$ cat config.mk
export PLATFORM = sky130hd
export DESIGN_NAME = exfifo_pkt_bridge
export DESIGN_NICKNAME = d
export VERILOG_FILES = /design/src/rtl/exfifo_pkt_bridge.sv
export SDC_FILE = /design/constraint.sdc
export NUM_CORES = 2
export LEC_CHECK = 0
export ABC_AREA = 1
export BUFFER_PORTS_ARGS = -buffer_cell sky130_fd_sc_hd__buf_2
export CAP_MARGIN = 20
export CORE_MARGIN = 3
export CORE_UTILIZATION = 46
export DETAILED_ROUTE_END_ITERATION = 8
export GPL_ROUTABILITY_DRIVEN = 0
export SLEW_MARGIN = 5
export SYNTH_ARGS = -nofsm -noshare
export SYNTH_HDL_FRONTEND = slang
export SYNTH_HIERARCHICAL = 1
export SYNTH_SLANG_ARGS = --single-unit
$ cat constraint.sdc
create_clock -name clk -period 5.1 [get_ports clk]
set_input_delay 0 -clock clk [delete_from_list [all_inputs] [get_ports clk]]
set_output_delay 0 -clock clk [all_outputs]
set_load 0.005 [all_outputs]
$ cat src/rtl/exfifo_pkt_bridge.sv
// ---------------------------------------------------------------------------
// exfifo_pkt_bridge
//
// Packet-buffering bridge between the host control stream and the NIOS CPU's
// external-FIFO PIO ports. Each direction has a circular buffer. Words only
// become visible to the reader once the complete fixed-length packet they
// belong to has been written.
//
// Ports:
//   clk                 single clock for all logic
//   reset               synchronous active-high reset
//   host_in_data/valid  inbound word from host; host_in_ready = room in FIFO
//   exfifo_if_d         show-ahead head word of the inbound FIFO
//   exfifo_if_rdempty   no committed inbound word available
//   exfifo_if_rd        CPU pops the inbound head word
//   exfifo_of_d/wr      outbound word and write strobe from the CPU
//   exfifo_of_wrfull    outbound FIFO full
//   exfifo_rst          CPU-driven synchronous flush of both directions
//   host_out_data/valid committed outbound head word for the host
//   host_out_ready      host accepts the outbound head word
//   in_ovf              sticky: CPU read while inbound side was empty
//   out_ovf             sticky: CPU write while outbound side was full
// ---------------------------------------------------------------------------

// One direction: circular buffer with a partial-packet counter and a count of
// committed (readable) words. Pushes beyond the buffer capacity are dropped
// and pops of uncommitted words are ignored; the caller flags both.
module exfifo_pkt_fifo #(
  parameter int DATA_W    = 32,
  parameter int PKT_WORDS = 16,
  parameter int DEPTH     = 32
) (
  input  logic              clk,
  input  logic              reset,
  input  logic [DATA_W-1:0] push_data,
  input  logic              push_req,
  input  logic              pop_req,
  output logic [DATA_W-1:0] head_data,
  output logic              full,
  output logic              avail
);

  localparam int AW = $clog2(DEPTH);
  localparam int CW = $clog2(DEPTH + 1);
  localparam int PW = (PKT_WORDS > 1) ? $clog2(PKT_WORDS) : 1;

  localparam logic [CW-1:0] FULL_CNT = CW'(DEPTH);
  localparam logic [CW-1:0] PKT_CNT  = CW'(PKT_WORDS);
  localparam logic [CW-1:0] ONE_CNT  = CW'(1);
  localparam logic [PW-1:0] LAST_IDX = PW'(PKT_WORDS - 1);

  logic [DATA_W-1:0] mem [DEPTH];
  logic [AW-1:0]     wr_ptr;
  logic [AW-1:0]     rd_ptr;
  logic [CW-1:0]     fill;
  logic [CW-1:0]     committed;
  logic [PW-1:0]     partial;

  logic push_ok;
  logic pop_ok;
  logic commit;

  assign full    = (fill == FULL_CNT);
  assign avail   = (committed != '0);
  assign push_ok = push_req && !full;
  assign pop_ok  = pop_req && avail;
  // The word completing a packet releases the whole packet at once.
  assign commit  = push_ok && (partial == LAST_IDX);

  // Gated so the data output reads 0 while nothing committed is present,
  // which also gives a defined value straight out of reset.
  assign head_data = avail ? mem[rd_ptr] : '0;

  // Storage array is not reset; only the bookkeeping below decides validity.
  always_ff @(posedge clk) begin
    if (!reset && push_ok) begin
      mem[wr_ptr] <= push_data;
    end
  end

  // Pointers, fill, partial and committed counts. DEPTH is a power of two so
  // the pointers wrap naturally by overflowing.
  always_ff @(posedge clk) begin
    if (reset) begin
      wr_ptr    <= '0;
      rd_ptr    <= '0;
      fill      <= '0;
      committed <= '0;
      partial   <= '0;
    end else begin
      if (push_ok) begin
        wr_ptr  <= wr_ptr + AW'(1);
        partial <= commit ? '0 : partial + PW'(1);
      end
      if (pop_ok) begin
        rd_ptr <= rd_ptr + AW'(1);
      end
      case ({push_ok, pop_ok})
        2'b10:   fill <= fill + ONE_CNT;
        2'b01:   fill <= fill - ONE_CNT;
        default: fill <= fill;
      endcase
      committed <= committed + (commit ? PKT_CNT : '0) - (pop_ok ? ONE_CNT : '0);
    end
  end

endmodule

module exfifo_pkt_bridge #(
  parameter int DATA_W    = 32,
  parameter int PKT_WORDS = 16,
  parameter int DEPTH     = 32
) (
  input  logic              clk,
  input  logic              reset,
  input  logic [DATA_W-1:0] host_in_data,
  input  logic              host_in_valid,
  output logic              host_in_ready,
  output logic [DATA_W-1:0] exfifo_if_d,
  output logic              exfifo_if_rdempty,
  input  logic              exfifo_if_rd,
  input  logic [DATA_W-1:0] exfifo_of_d,
  input  logic              exfifo_of_wr,
  output logic              exfifo_of_wrfull,
  input  logic              exfifo_rst,
  output logic [DATA_W-1:0] host_out_data,
  output logic              host_out_valid,
  input  logic              host_out_ready,
  output logic              in_ovf,
  output logic              out_ovf
);

  // Hardware reset and the CPU flush have identical effect on both paths.
  logic flush;
  logic in_full;
  logic in_avail;
  logic out_full;
  logic out_avail;

  assign flush = reset || exfifo_rst;

  exfifo_pkt_fifo #(
    .DATA_W    (DATA_W),
    .PKT_WORDS (PKT_WORDS),
    .DEPTH     (DEPTH)
  ) u_in (
    .clk       (clk),
    .reset     (flush),
    .push_data (host_in_data),
    .push_req  (host_in_valid),
    .pop_req   (exfifo_if_rd),
    .head_data (exfifo_if_d),
    .full      (in_full),
    .avail     (in_avail)
  );

  exfifo_pkt_fifo #(
    .DATA_W    (DATA_W),
    .PKT_WORDS (PKT_WORDS),
    .DEPTH     (DEPTH)
  ) u_out (
    .clk       (clk),
    .reset     (flush),
    .push_data (exfifo_of_d),
    .push_req  (exfifo_of_wr),
    .pop_req   (host_out_ready),
    .head_data (host_out_data),
    .full      (out_full),
    .avail     (out_avail)
  );

  assign host_in_ready     = !in_full;
  assign exfifo_if_rdempty = !in_avail;
  assign exfifo_of_wrfull  = out_full;
  assign host_out_valid    = out_avail;

  // Sticky error flags for CPU misuse; only a reset or flush clears them,
  // and a same-cycle flush wins over a new error.
  always_ff @(posedge clk) begin
    if (flush) begin
      in_ovf  <= 1'b0;
      out_ovf <= 1'b0;
    end else begin
      if (exfifo_if_rd && !in_avail) begin
        in_ovf <= 1'b1;
      end
      if (exfifo_of_wr && out_full) begin
        out_ovf <= 1'b1;
      end
    end
  end

endmodule

==> run metrics <==
worst path cell trace inv_16 > buf_4 > nand2_1 > nand3_1 > nand2_1 > nand2_1 > nand2_1 > nor2_1 > nor2_1 > nor2_1 > buf_2; number of global-route vias before repair 55000; number of levels the H-tree was split into 4; Num Clock Sinks 2112; critical register-to-register path startpoint u_in/fill[1]; #FFs+latches synth 2112; final non-filler cell area 97200 um2; Post-CTS Resized 0; kind of path behind the tightest hold check input port to flop; routed wire length 243000 um; Clock Tree Buf Depth 3; critical-path cell with the highest stage delay sky130_fd_sc_hd__dfxtp_4; fin crit share 86.1%; final design utilization 52.1%; Main synth FF type sky130_fd_sc_hd__edfxtp_1; overall die height 440 um; critical path endpoint category primary output; latest clock arrival within the worst-skew pair 0.84 ns; synthesized area divided by synthesized cell count 11.6 um2; Critical Path AT 4.39 ns; per-cell routed wire length 23.6 um; post-placement cell area 89700 um2; detailed-router iteration count before antenna repair 6; number of enable flip-flop cells after synthesis 2048; CTS clock-pin slew for the worst setup and hold paths 0.06 ns; post-synthesis net count 7591; most frequent cell on the critical path sky130_fd_sc_hd__nand2_1; HPWL reported at the end of detailed placement 136000 um; count of pins on the block boundary 141; distinct cell type count of the synthesized netlist 33; worst clock skew on the final layout 0.0399 ns; Tightest Pin Transition 1.39 ns; sequential cell fraction of total power 45.9%; area of the core region 186000 um2; count of routing violations after the opening detailed-route iteration 6057; total of max-cap violations 0; peak clock frequency supported by timing 228 MHz; hold_ws 0.118 ns; Synth-to-Final Area Change 12.0%; commonest non-fill, non-tap cell in the layout sky130_fd_sc_hd__nand2_1; Nets 7703; Placement Rows 158; via total after detailed routing 57400; final slew viol count 0; P_int 0.0298 W; RSZ-0062 raised after global routing false; wire length of the first global-routing pass 359000 um; maximum number of pins on one net before global-route repair 230; number of endpoints failing setup at the final stage 0; master cell of the clock root buffer sky130_fd_sc_hd__clkbuf_16; count of warnings emitted by yosys 6; maximum vdd drop 0.000409 V; startpoint type of the worst setup path flop; clock network fraction of total power 36.0%; Post-Syn Instances 7480; Syn Std Cell Area 86800 um2; Vias/cell 5.59; Total Die Area 194000 um2; starting density of the core 46.6%; global route overflow 0; Worst Setup Path Type flop to primary output; number of antenna violations at the first check in global routing 5; fraction of power consumed by combinational cells 18.1%; sequential-to-total area share from yosys stat 72.3%; Required @ worst endpoint 5.10 ns; final count of hold timing violations 0; maximum single-stage delay on the critical path 0.76 ns; highest-count cells in the layout ignoring fill and taps sky130_fd_sc_hd__nand2_1 (2578), sky130_fd_sc_hd__edfxtp_1 (2048), sky130_fd_sc_hd__nand3_1 (1399), sky130_fd_sc_hd__nor2_1 (460), sky130_fd_sc_hd__clkbuf_16 (213); postcts setup bufs 0; kind of cell adding the most delay to the critical path simple AND/OR/NAND/NOR gates; gr usage total 24.7%; ratio of total power to cell area 432 nW/um2; TritonCTS clock tree yes; clock buffer count from CTS 212; largest fanout on the critical path 202; Leak 35.0 nW; fraction of final layout cells sized beyond drive strength 1 8.25%; hold buffer count at cts 77; Sw Share 29.1%; Buffers on Ports 140; number of remaining DRC errors 0; switching pwr 0.0122 W; minimum clock period 4.39 ns; proportion of register bits with asynchronous set or reset after synthesis 0%; result of the run complete, no violations; Hold Path Origin host_out_ready; antenna violation net count after detailed routing 0; PnR Total Power 0.0420 W; max-slew headroom at the worst pin 7.41%; floorplan die width 440 um; setup tns final 0 ns; Buf+Inv Stages, Crit Path 3
final timing paths:
path              slack (ns)  cells after the start              end
setup / recovery        0.71                     11  exfifo_if_d[16]
hold / removal          0.12                      4             flop
setup reg to reg        1.67                      7  u_in/mem[0][14]
hold reg to reg         0.51                      2             flop
final cells by class:
class / count / area (um2)
clock buffers: 281 / 5680
inverters: 95 / 417
repair buffers: 347 / 2980
clock inverters: 121 / 1050
multi-input cells: 4824 / 21200
well taps: 2480 / 3100
fillers: 16000 / 89200
diodes: 3 / 7.51
flip-flops and latches: 2112 / 62800
sequential cells by signal, indices dropped and copies added, names as in the netlist, named ones only:
name             cells
u_in/mem          1024
u_out/mem         1024
u_in/committed       6
u_in/fill            6
u_out/committed      6
u_out/fill           6
u_in/rd_ptr          5
u_in/wr_ptr          5
u_out/rd_ptr         5
u_out/wr_ptr         5
u_in/partial         4
u_out/partial        4
in_ovf               1
out_ovf              1
power by group through the flow:
stage               Sequential (W)  Combinational, W  Clock (W)
floorplan                   0.0195           0.00490          0
global placement            0.0196           0.00752          0
detailed placement          0.0196           0.00757          0
CTS                         0.0193           0.00765     0.0153
global route                0.0193           0.00834     0.0161
finish                      0.0193           0.00762     0.0151
per-stage QoR:
stage	cells	setup WS, ns
after floorplan	7480	2.31
after global placement	9760	1.70
after detailed placement	9781	1.62
after CTS	10300	0.974
after global routing	10300	0.754
final	10300	0.707
cell families after synthesis:
family | after synthesis | share of synthesized area (%)
buffers and inverters | 544 | 3.87
and+or+nand+nor | 4521 | 21.6
xor gates and xnor gates | 11 | 0.111
AOI/OAI and AO/OA | 252 | 1.47
DFF | 2112 | 72.3
adders and majority gates | 40 | 0.611
worst register-to-register path: stages, from the launching register on:
cell and delay, ns:
sky130_fd_sc_hd__dfxtp_1 0.39, sky130_fd_sc_hd__inv_1 0.07, sky130_fd_sc_hd__nand4_1 0.11, sky130_fd_sc_hd__nand2_1 0.09, sky130_fd_sc_hd__nor2_1 0.51, sky130_fd_sc_hd__nand2_1 0.63
sky130_fd_sc_hd__nor2_4 0.97, sky130_fd_sc_hd__buf_4 0.35
per-layer routing:
layer  up-vias  global-route usage, %  part of all wire, %
li1      26200                      -                    -
met1     28400                   32.9                   40
met2      2387                   41.3                   49
met3       467                   3.24                  7.0
met4         4                   9.73                  4.1
met5         -                      0                0.011
synthesized netlist by cell type, types with 8 or more instances:
cell                          n  area [um2]
sky130_fd_sc_hd__buf_4       82         616
sky130_fd_sc_hd__buf_6       96        1080
sky130_fd_sc_hd__o21ai_0    140         701
sky130_fd_sc_hd__inv_1       87         327
sky130_fd_sc_hd__nand3_1   1399        7000
sky130_fd_sc_hd__buf_1       26        97.6
sky130_fd_sc_hd__buf_2      175         876
sky130_fd_sc_hd__dfxtp_1     64        1280
sky130_fd_sc_hd__o21ai_1     62         310
sky130_fd_sc_hd__xor2_1       8        70.1
sky130_fd_sc_hd__nand2_1   2578        9680
sky130_fd_sc_hd__edfxtp_1  2048       61500
sky130_fd_sc_hd__clkbuf_1    64         240
sky130_fd_sc_hd__nor2_1     524        1970
sky130_fd_sc_hd__ha_1        36         450
sky130_fd_sc_hd__a21oi_1     45         225
Power figures use the tool's default switching activity.
